[src/rtl/pe_mvm_scheduler_pkg.sv]
// ============================================================================
// pe_mvm_scheduler_pkg : state encoding, PE task codes and PE latency default
// Revision: 1.0
// ============================================================================
`default_nettype none

package pe_mvm_scheduler_pkg;

  typedef enum logic [1:0] {
    ST_IDLE  = 2'd0,
    ST_ISSUE = 2'd1,
    ST_DRAIN = 2'd2,
    ST_OUT   = 2'd3
  } state_t;

  // Task codes shared with the PE; only TASK_MVM is ever driven here
  localparam logic [1:0] TASK_MVM   = 2'b00;
  localparam logic [1:0] TASK_RSVD1 = 2'b01;
  localparam logic [1:0] TASK_RSVD2 = 2'b10;
  localparam logic [1:0] TASK_RSVD3 = 2'b11;

  localparam int PE_LAT_DEFAULT = 2;

endpackage

`default_nettype wire

[src/rtl/pe_acc_unit.sv]
// ============================================================================
// pe_acc_unit : fetch-tag delay line and sign-extending row accumulator
// Optional macro PE_MVM_SAT_EN: saturating add with sticky sat flag
// Revision: 1.0
// ============================================================================
`default_nettype none

module pe_acc_unit #(
  parameter int DATA_WIDTH = 8,
  parameter int ACC_WIDTH  = 24,
  parameter int DEPTH      = 3
) (
  input  logic                  clk,
  input  logic                  rst,
  input  logic                  tag_in,
  input  logic [DATA_WIDTH-1:0] pe_result,
  input  logic                  clear,
  output logic                  tag_out,
  output logic [ACC_WIDTH-1:0]  acc
`ifdef PE_MVM_SAT_EN
  ,
  output logic                  sat
`endif
);

  logic [DEPTH-1:0]            tag_sr;
  logic signed [ACC_WIDTH-1:0] ext;
  logic [ACC_WIDTH-1:0]        nxt;

  assign ext     = ACC_WIDTH'($signed(pe_result));
  assign tag_out = tag_sr[DEPTH-1];

`ifdef PE_MVM_SAT_EN
  logic [ACC_WIDTH:0] sum;
  logic               ovf;

  // One guard bit: overflow when the two top bits disagree
  assign sum = {acc[ACC_WIDTH-1], acc} + {ext[ACC_WIDTH-1], ext};
  assign ovf = sum[ACC_WIDTH] ^ sum[ACC_WIDTH-1];
  assign nxt = !ovf ? sum[ACC_WIDTH-1:0] :
               sum[ACC_WIDTH] ? {1'b1, {(ACC_WIDTH-1){1'b0}}} :
                                {1'b0, {(ACC_WIDTH-1){1'b1}}};

  always_ff @(posedge clk or negedge rst) begin
    if (!rst) begin
      sat <= 1'b0;
    end else if (clear) begin
      sat <= 1'b0;
    end else if (tag_out && ovf) begin
      sat <= 1'b1;
    end
  end
`else
  assign nxt = acc + ext;
`endif

  always_ff @(posedge clk or negedge rst) begin
    if (!rst) begin
      tag_sr <= '0;
      acc    <= '0;
    end else begin
      tag_sr <= (tag_sr << 1) | DEPTH'(tag_in);
      if (clear) begin
        acc <= '0;
      end else if (tag_out) begin
        acc <= nxt;
      end
    end
  end

endmodule

`default_nettype wire

[src/rtl/pe_mvm_scheduler.sv]
// ============================================================================
// pe_mvm_scheduler : drives one PE through y = W*x, one row result per handshake
// Optional macro PE_MVM_SAT_EN: saturating accumulation plus y_sat output
// Revision: 1.0
// ============================================================================
`default_nettype none

module pe_mvm_scheduler
  import pe_mvm_scheduler_pkg::*;
#(
  parameter int DATA_WIDTH = 8,
  parameter int NUM_MACS   = 4,
  parameter int ROW_W      = 8,
  parameter int TILE_W     = 8,
  parameter int ACC_WIDTH  = 24,
  parameter int RD_LAT     = 1,
  parameter int PE_LAT     = PE_LAT_DEFAULT
) (
  input  logic                  clk,
  input  logic                  rst,
  input  logic                  start,
  input  logic [ROW_W-1:0]      num_rows,
  input  logic [TILE_W-1:0]     num_tiles,
  output logic                  busy,
  output logic                  done,
  output logic                  rd_en,
  output logic [ROW_W-1:0]      rd_row,
  output logic [TILE_W-1:0]     rd_tile,
  output logic [1:0]            pe_task_ctrl,
  output logic                  pe_rst_acc,
  input  logic [DATA_WIDTH-1:0] pe_result,
  output logic                  y_valid,
  input  logic                  y_ready,
  output logic [ACC_WIDTH-1:0]  y_data,
  output logic [ROW_W-1:0]      y_row
`ifdef PE_MVM_SAT_EN
  ,
  output logic                  y_sat
`endif
);

  localparam int DEPTH = RD_LAT + PE_LAT;
  localparam int DCW   = $clog2(DEPTH) + 1;

  if (NUM_MACS < 1 || ACC_WIDTH < DATA_WIDTH || DEPTH < 1) begin : g_param_check
    $error("pe_mvm_scheduler: illegal parameter combination");
  end

  state_t              state;
  logic [ROW_W-1:0]    rows_q;
  logic [TILE_W-1:0]   tiles_q;
  logic [DCW-1:0]      drain_cnt;
  logic                tag_out;
  logic                acc_clear;

  assign busy         = (state != ST_IDLE);
  assign pe_task_ctrl = TASK_MVM;
  assign pe_rst_acc   = ~tag_out;
  assign y_row        = rd_row;
  assign acc_clear    = (state == ST_OUT) && y_ready;

  always_ff @(posedge clk or negedge rst) begin
    if (!rst) begin
      state     <= ST_IDLE;
      rows_q    <= '0;
      tiles_q   <= '0;
      drain_cnt <= '0;
      rd_en     <= 1'b0;
      rd_row    <= '0;
      rd_tile   <= '0;
      y_valid   <= 1'b0;
      done      <= 1'b0;
    end else begin
      done <= 1'b0;
      case (state)
        ST_IDLE: begin
          if (start) begin
            if (num_rows == '0 || num_tiles == '0) begin
              done <= 1'b1;
            end else begin
              rows_q  <= num_rows;
              tiles_q <= num_tiles;
              rd_row  <= '0;
              rd_tile <= '0;
              rd_en   <= 1'b1;
              state   <= ST_ISSUE;
            end
          end
        end
        ST_ISSUE: begin
          if (rd_tile == tiles_q - TILE_W'(1)) begin
            rd_en     <= 1'b0;
            drain_cnt <= '0;
            state     <= ST_DRAIN;
          end else begin
            rd_tile <= rd_tile + TILE_W'(1);
          end
        end
        // Last tile lands in acc at the end of drain cycle DEPTH-1
        ST_DRAIN: begin
          if (drain_cnt == DCW'(DEPTH - 1)) begin
            y_valid <= 1'b1;
            state   <= ST_OUT;
          end else begin
            drain_cnt <= drain_cnt + DCW'(1);
          end
        end
        ST_OUT: begin
          if (y_ready) begin
            y_valid <= 1'b0;
            if (rd_row == rows_q - ROW_W'(1)) begin
              done  <= 1'b1;
              state <= ST_IDLE;
            end else begin
              rd_row  <= rd_row + ROW_W'(1);
              rd_tile <= '0;
              rd_en   <= 1'b1;
              state   <= ST_ISSUE;
            end
          end
        end
        default: state <= ST_IDLE;
      endcase
    end
  end

  pe_acc_unit #(
    .DATA_WIDTH (DATA_WIDTH),
    .ACC_WIDTH  (ACC_WIDTH),
    .DEPTH      (DEPTH)
  ) u_acc (
    .clk        (clk),
    .rst        (rst),
    .tag_in     (rd_en),
    .pe_result  (pe_result),
    .clear      (acc_clear),
    .tag_out    (tag_out),
    .acc        (y_data)
`ifdef PE_MVM_SAT_EN
    ,
    .sat        (y_sat)
`endif
  );

endmodule

`default_nettype wire

[config.mk]
export PLATFORM = sky130hd
export DESIGN_NAME = pe_mvm_scheduler
export DESIGN_NICKNAME = d
export VERILOG_FILES = /design/src/rtl/pe_mvm_scheduler_pkg.sv /design/src/rtl/pe_acc_unit.sv /design/src/rtl/pe_mvm_scheduler.sv
export SDC_FILE = /design/constraint.sdc
export NUM_CORES = 1
export LEC_CHECK = 0
export CAP_MARGIN = 10
export CORE_MARGIN = 2
export CORE_UTILIZATION = 44
export CTS_CLUSTER_DIAMETER = 150
export DETAILED_ROUTE_END_ITERATION = 8
export HOLD_SLACK_MARGIN = 0.03
export PLACE_DENSITY = 0.77
export SYNTH_ARGS = -nofsm -noshare
export SYNTH_HDL_FRONTEND = slang
export SYNTH_SLANG_ARGS = --single-unit
[constraint.sdc]
create_clock -name clk -period 5.31 [get_ports clk]
set_input_delay 1.062 -clock clk [delete_from_list [all_inputs] [get_ports clk]]
set_output_delay 1.062 -clock clk [all_outputs]
set_load 0.005 [all_outputs]
==> summary.md, run 1 <==
| Metric | Value |
|---|---|
| Outcome | completed |
| Most frequent cell after synthesis | dfrtp_1 |
| Die area | 11800 um^2 |
| Largest delay share family, worst path | compound AO/OA/AOI/OAI gates |
| DR WL met3 | 630 um |
| I/O pin count | 83 |
| Register area share after synthesis | 34.8% |
| Setup CP Type | in2reg |
| Via Count | 4308 |
| Setup crit start kind | primary input |
| HPWL after DPL | 8.36 mm |
| Clk Latency, worst-skew pair | 0.35 ns |
| Die X | 109 um |
| Syn_area_per_cell | 8.93 um^2 |
| Mean number of vias per cell | 5.73 |
| Flops & latches, synth | 67 |
| Proportion of layout cells with a drive suffix above 1 | 7.52% |
| Post-CTS setup buffers | 0 |
| Top cell type's share of synthesized area | 34.8% |
| CP Max Fanout | 18 |
| Distinct cells, synth | 64 |
| Initial antenna violation count | 0 |
| Core Util, Final | 54.9% |
| CTS Root Cell | clkbuf_8 |
| Layout Skew | 0.0100 ns |
| Ys Warns | 0 |
| Main flop type after synthesis | dfrtp_1 |
| Crit path DAT | 4.41 ns |
| Vias in the first global route | 4266 |
| Initial Utilization | 44.8% |
| Max frequency | 242 MHz |
| Cell area power density | 581 nW/um^2 |
| Number of enable flip-flop cells after synthesis | 0 |
| Final setup fails | 0 |
| Area grow syn2layout | 22.6% |
| Worst path slowest cell | clkdlybuf4s50_1 |
| Top layer in use | met4 |
| Post-DRT Antenna Nets | 0 |
| Tmin final | 4.13 ns |
| DR WL met2 | 5.65 mm |
| WL/cell | 15.1 um |
| Die Ht | 109 um |
| Num CTS Buffers | 9 |
| Cells along the critical path | clkdlybuf4s50_1 -> ha_1 -> o211ai_1 -> nor3_1 -> a21oi_1 -> o21ai_0 -> a31oi_1 -> o21ai_0 -> mux2i_1 -> mux2i_1 |
| GRT overflow | 0 |
| Antenna fix cells | 0 |
| Cell taking the most area after synthesis | dfrtp_1 |
| RePlAce Congestion | 0.869 |
| Worst path max stage delay | 0.81 ns |
| Peak supply drop | 0.264 mV |
| Fin Hold WS | 0.350 ns |
| Total GRT Usage | 20.4% |
| Clock slew at reported path FFs | 0.08 ns |
| Worst-Margin Slew | 0.853 ns |
| Core ar. | 10700 um^2 |
| Drt initial violations | 187 |
| Synth Cell Area | 4810 um^2 |
| Wl on met1 | 4.91 mm |
| Fin crit share | 77.8% |
| Fin. Hold Viols | 0 |
| Pre-antenna DRT Iters | 5 |
| Post-CTS Resized | 0 |
| Commonest cells in the synthesized netlist | 67 x dfrtp_1, 48 x nor2_1, 39 x o21ai_0, 37 x nand2_1, 36 x a21oi_1 |
| NumNets Final | 670 |
| Tightest Hold Check Type | reg2reg |
| CTS Sinks | 67 |
| CTS max path bufs | 2 |
| H-tree levels | 3 |
| Setup tns final | 0 ns |
| Max cap viols | 0 |
| Relative slew slack | 43.2% |
| Largest net degree at the start of global routing | 36 |
| CTS tree | done |
| Synth area leaders | dfrtp_1 35%, ha_1 8.8%, xnor2_1 4.4%, o21ai_0 4.1%, a21oi_1 3.7% |
| FFs w/ async S/R, synth | 100% |
| Cells after Synth | 539 |
| Cell row count | 38 |
| # DRC | 0 |
| Detailed-route wire length | 11.3 mm |
| CP endpoint kind | flop |
| P_leak | 2.55 nW |
| First-pass GRT wire length | 19.4 mm |
| Final Max Tran Viols | 0 |
| CTS Hold Bufs | 0 |
| Critical path buffer and inverter count | 1 |
| Port buffer count | 80 |
| Worst Path Required | 5.59 ns |
| RSZ-0062 raised after global routing | no |
[cells by family after synthesis]
family | synth area share [%]
buf+inv | 4.70
fa+ha+maj | 9.25
xor+xnor | 6.55
mux | 6.86
flops | 34.8
simple gates | 18.5
compound gates | 19.2
other cells | 0.0779
[flip-flops by register name (all words and copies together), names as in the netlist]
register      count
done              1
drain_cnt         3
rd_en             1
rd_row            8
rd_tile           8
rows_q            8
state             2
tiles_q           8
u_acc.acc        24
u_acc.tag_sr      3
y_valid           1
[per-layer routing]
layer	vias to the layer above	track usage (%)
li1	2093	-
met2	134	35.9
met1	2064	25.0
met5	-	0
met3	17	4.22
met4	0	6.32
[power breakdown]
part	leakage (nW)	switching, W	internal (W)
Combinational	1.61	0.00101	0.000962
Sequential	0.820	0.000224	0.000715
Clock	0.119	0.000208	0.000311
[cells in the final DEF (no fill, tap or decap), drive strengths merged, types with 7 or more instances in the layout]
cell           count
mux2i             15
nand3             16
xnor2             24
clkbuf             9
nor3              16
nor2              49
xor2              12
ha                34
or4                7
nand4              7
o21ai             40
nor4               7
dfrtp             67
a211oi            10
nand2             37
a21oi             36
a31oi              8
mux2              16
clkdlybuf4s50     79
inv               22
[worst reg2reg max path, delay by kind of cell, from the launching register on]
kind / cells / cell delay, ns
AO/OA/AOI/OAI: 4 / 1.55
flip-flops: 1 / 0.45
adder cells (fa/ha/maj): 1 / 0.25
buffers and inverters: 1 / 0.08
AND/OR/NAND/NOR: 3 / 0.85
[path summary, 6_finish.rpt]
check / from / to / slack (ns) / cells past startpoint
min in group asynchronous: rst / u_acc.acc[8] / 0.79 / 1
hold / removal: u_acc.tag_sr[1] / u_acc.tag_sr[2] / 0.35 / 0
hold reg to reg: u_acc.tag_sr[1] / u_acc.tag_sr[2] / 0.35 / 0
setup / recovery: pe_result[7] / u_acc.acc[23] / 1.18 / 10
setup reg to reg: rows_q[0] / rd_row[7] / 2.03 / 9
max in group asynchronous: rst / rd_tile[7] / 3.58 / 2
[cell type report]
cell class                 instances  area [um^2]
inverter                          22         82.6
clock inverter                     7          116
fill                            1024         4850
multi-input combinational        425         2910
sequential                        67         1680
timing repair buffer              82          811
clock buffer                       9          124
tap                              140          175
[per-stage QoR]
stage	setup WS, ns	area (um^2)	power [W]	cells
final	1.18	5900	0.00343	752
after global routing	1.01	5900	0.00374	752
after CTS	1.24	5900	0.00344	752
after detailed placement	0.884	5660	0.00290	736
after global placement	1.02	5660	0.00281	736
after floorplan	2.21	4820	0.00230	540
(Power assumes the default switching activity.)
==> run 2, diff against run 1 <==
clock period = 3.85 ns   (was 5.31 ns; I/O delays follow)
==> summary.md, run 2 (same netlist as run 1, synthesis figures left out) <==
| Metric | Value |
|---|---|
| Core Util, Final | 54.5% (-0.43 points) |
| Crit path DAT | 3.40 ns (-1.01 ns) |
| Fin Hold WS | 0.349 ns (-0.000747 ns) |
| CTS Root Cell | clkbuf_8 |
| Critical path buffer and inverter count | 2 (+1) |
| HPWL after DPL | 8.48 mm (+1.4%) |
| Peak supply drop | 0.325 mV (+23%) |
| CTS tree | done |
| Worst path max stage delay | 0.51 ns (-0.30 ns) |
| Port buffer count | 80 (unchanged) |
| NumNets Final | 676 (+0.90%) |
| Fin crit share | 81.2% |
| Drt initial violations | 175 (-6.4%) |
| Initial antenna violation count | 0 (unchanged) |
| CTS Sinks | 67 (unchanged) |
| Post-DRT Antenna Nets | 0 (unchanged) |
| Area grow syn2layout | 21.6% |
| Worst Path Required | 4.12 ns (-1.47 ns) |
| Worst-Margin Slew | 0.761 ns (-0.0919 ns) |
| DR WL met2 | 5.52 mm (-2.3%) |
| First-pass GRT wire length | 19.1 mm (-1.4%) |
| Clock slew at reported path FFs | 0.08 ns (about the same) |
| CTS Hold Bufs | 0 (unchanged) |
| Relative slew slack | 49.1% (+6.0 points) |
| RSZ-0062 raised after global routing | no |
| Fin cells | 756 (+0.53%) |
| P_leak | 2.54 nW (-0.54%) |
| Post-CTS setup buffers | 0 (unchanged) |
| Worst-case reg-to-reg path depth | 10 (+1) |
| Num CTS Buffers | 9 (unchanged) |
| Max cap viols | 0 (unchanged) |
| Wl on met1 | 5.02 mm (+2.3%) |
| Die Ht | 109 um (unchanged) |
| Core ar. | 10700 um^2 (unchanged) |
| CP endpoint kind | flop |
| Fin. Hold Viols | 0 (unchanged) |
| Max reg flops | 24 (unchanged) |
| Commonest non-fill, non-tap cell in the layout | clkdlybuf4s50_1 |
| Antenna fix cells | 0 (unchanged) |
| Clk Latency, worst-skew pair | 0.35 ns (about the same) |
| Most flop-heavy register | u_acc.acc |
| Mean number of vias per cell | 5.70 (-0.44%) |
| Placed insts | 742 (+0.82%) |
| Pre-antenna DRT Iters | 4 (-1) |
| WL/cell | 15.0 um (-0.48%) |
| RePlAce Congestion | 0.887 (+2.1%) |
| Cell row count | 38 (unchanged) |
| Setup tns final | 0 ns (unchanged) |
| Vias in the first global route | 4183 (-1.9%) |
| GRT overflow | 0 (unchanged) |
| Setup crit start kind | primary input |
| Place WS | 0.388 ns (-0.497 ns) |
| CTS max path bufs | 2 (unchanged) |
| Max frequency | 320 MHz |
| Die area | 11800 um^2 (unchanged) |
| Tmin final | 3.12 ns |
| Setup CP Type | in2reg |
| CP Depth | 10 (unchanged) |
| Worst Hold Path Cells | 0 (unchanged) |
| Final setup fails | 0 (unchanged) |
| Final Max Tran Viols | 0 (unchanged) |
| Post-route setup slack | 0.725 ns (-0.453 ns) |
| Layout Skew | 0.0145 ns (+0.00446 ns) |
| Initial Utilization | 44.8% (unchanged) |
| Worst path slowest cell | clkdlybuf4s50_1 |
| Detailed-route wire length | 11.3 mm (about the same) |
| Cell area power density | 773 nW/um^2 (+33%) |
| Total GRT Usage | 20.3% (-0.14 points) |
| Largest delay share family, worst path | compound AO/OA/AOI/OAI gates |
| H-tree levels | 3 (unchanged) |
| Via Count | 4312 (+0.093%) |
| Fillers | 977 (-4.6%) |
| CP Max Fanout | 16 (-2) |
| DR WL met3 | 697 um (+11%) |
| Commonest cells after routing, fill and taps aside | 79 x clkdlybuf4s50_1, 67 x dfrtp_1, 48 x nor2_1 |
| Die X | 109 um (unchanged) |
| I/O pin count | 83 (unchanged) |
| Tightest Hold Check Type | reg2reg |
| Largest net degree at the start of global routing | 31 (-14%) |
| Post-CTS Resized | 0 (unchanged) |
| Top layer in use | met4 |
| Proportion of layout cells with a drive suffix above 1 | 7.79% (+0.28 points) |
| Outcome | completed |
| Cells along the critical path | clkdlybuf4s50_1 -> buf_4 -> ha_1 -> or2_2 -> a21oi_1 -> o21ai_0 -> a31oi_1 -> o21ai_0 -> mux2i_1 -> mux2i_1 |
| # DRC | 0 (unchanged) |
[run 2: changes by cell type in the layout (fill, tap and decap cells not counted)]
cell,before,now
buf_4,2,8
bufinv_16,3,0
clkbuf_1,0,2
clkinv_4,1,0
[run 2: power by group]
part           leakage [nW]  internal, W  switching (W)  total (W)
Combinational          1.64      0.00135        0.00138    0.00273
Clock                0.0750     0.000225       0.000270   0.000495
Sequential            0.820     0.000986       0.000313    0.00130
[run 2: area by class of cell]
| cell class | count | area [um^2] | share of cell area (%) |
|---|---|---|---|
| clock inverter | 3 | 17.5 | 0.299 |
| clock buffer | 11 | 131 | 2.24 |
| sequential | 67 | 1680 | 28.6 |
| tap | 140 | 175 | 2.99 |
| inverter | 22 | 82.6 | 1.41 |
| multi-input combinational | 425 | 2910 | 49.8 |
| timing repair buffer | 88 | 856 | 14.6 |
[run 2: per-stage QoR]
step	power [W]	area, um^2
floorplan	0.00318	4820
global placement	0.00392	5700
detailed placement	0.00402	5700
CTS	0.00454	5850
global route	0.00494	5850
finish	0.00452	5850
[run 2: path summary, 6_finish.rpt]
| kind | endpoint | from | slack [ns] |
|---|---|---|---|
| setup / recovery | u_acc.acc[23] | pe_result[7] | 0.73 |
| setup reg to reg | rd_row[4] | rows_q[0] | 0.76 |
| max in group asynchronous | rd_row[5] | rst | 2.73 |
| hold reg to reg | u_acc.tag_sr[2] | u_acc.tag_sr[1] | 0.35 |
| min in group asynchronous | u_acc.acc[14] | rst | 0.36 |
| hold / removal | u_acc.tag_sr[2] | u_acc.tag_sr[1] | 0.35 |
[run 2: per-layer routing]
layer	vias to the layer above	track usage [%]
met5	-	0
met4	0	7.23
met3	8	3.80
met2	116	34.1
met1	2081	26.0
li1	2107	-
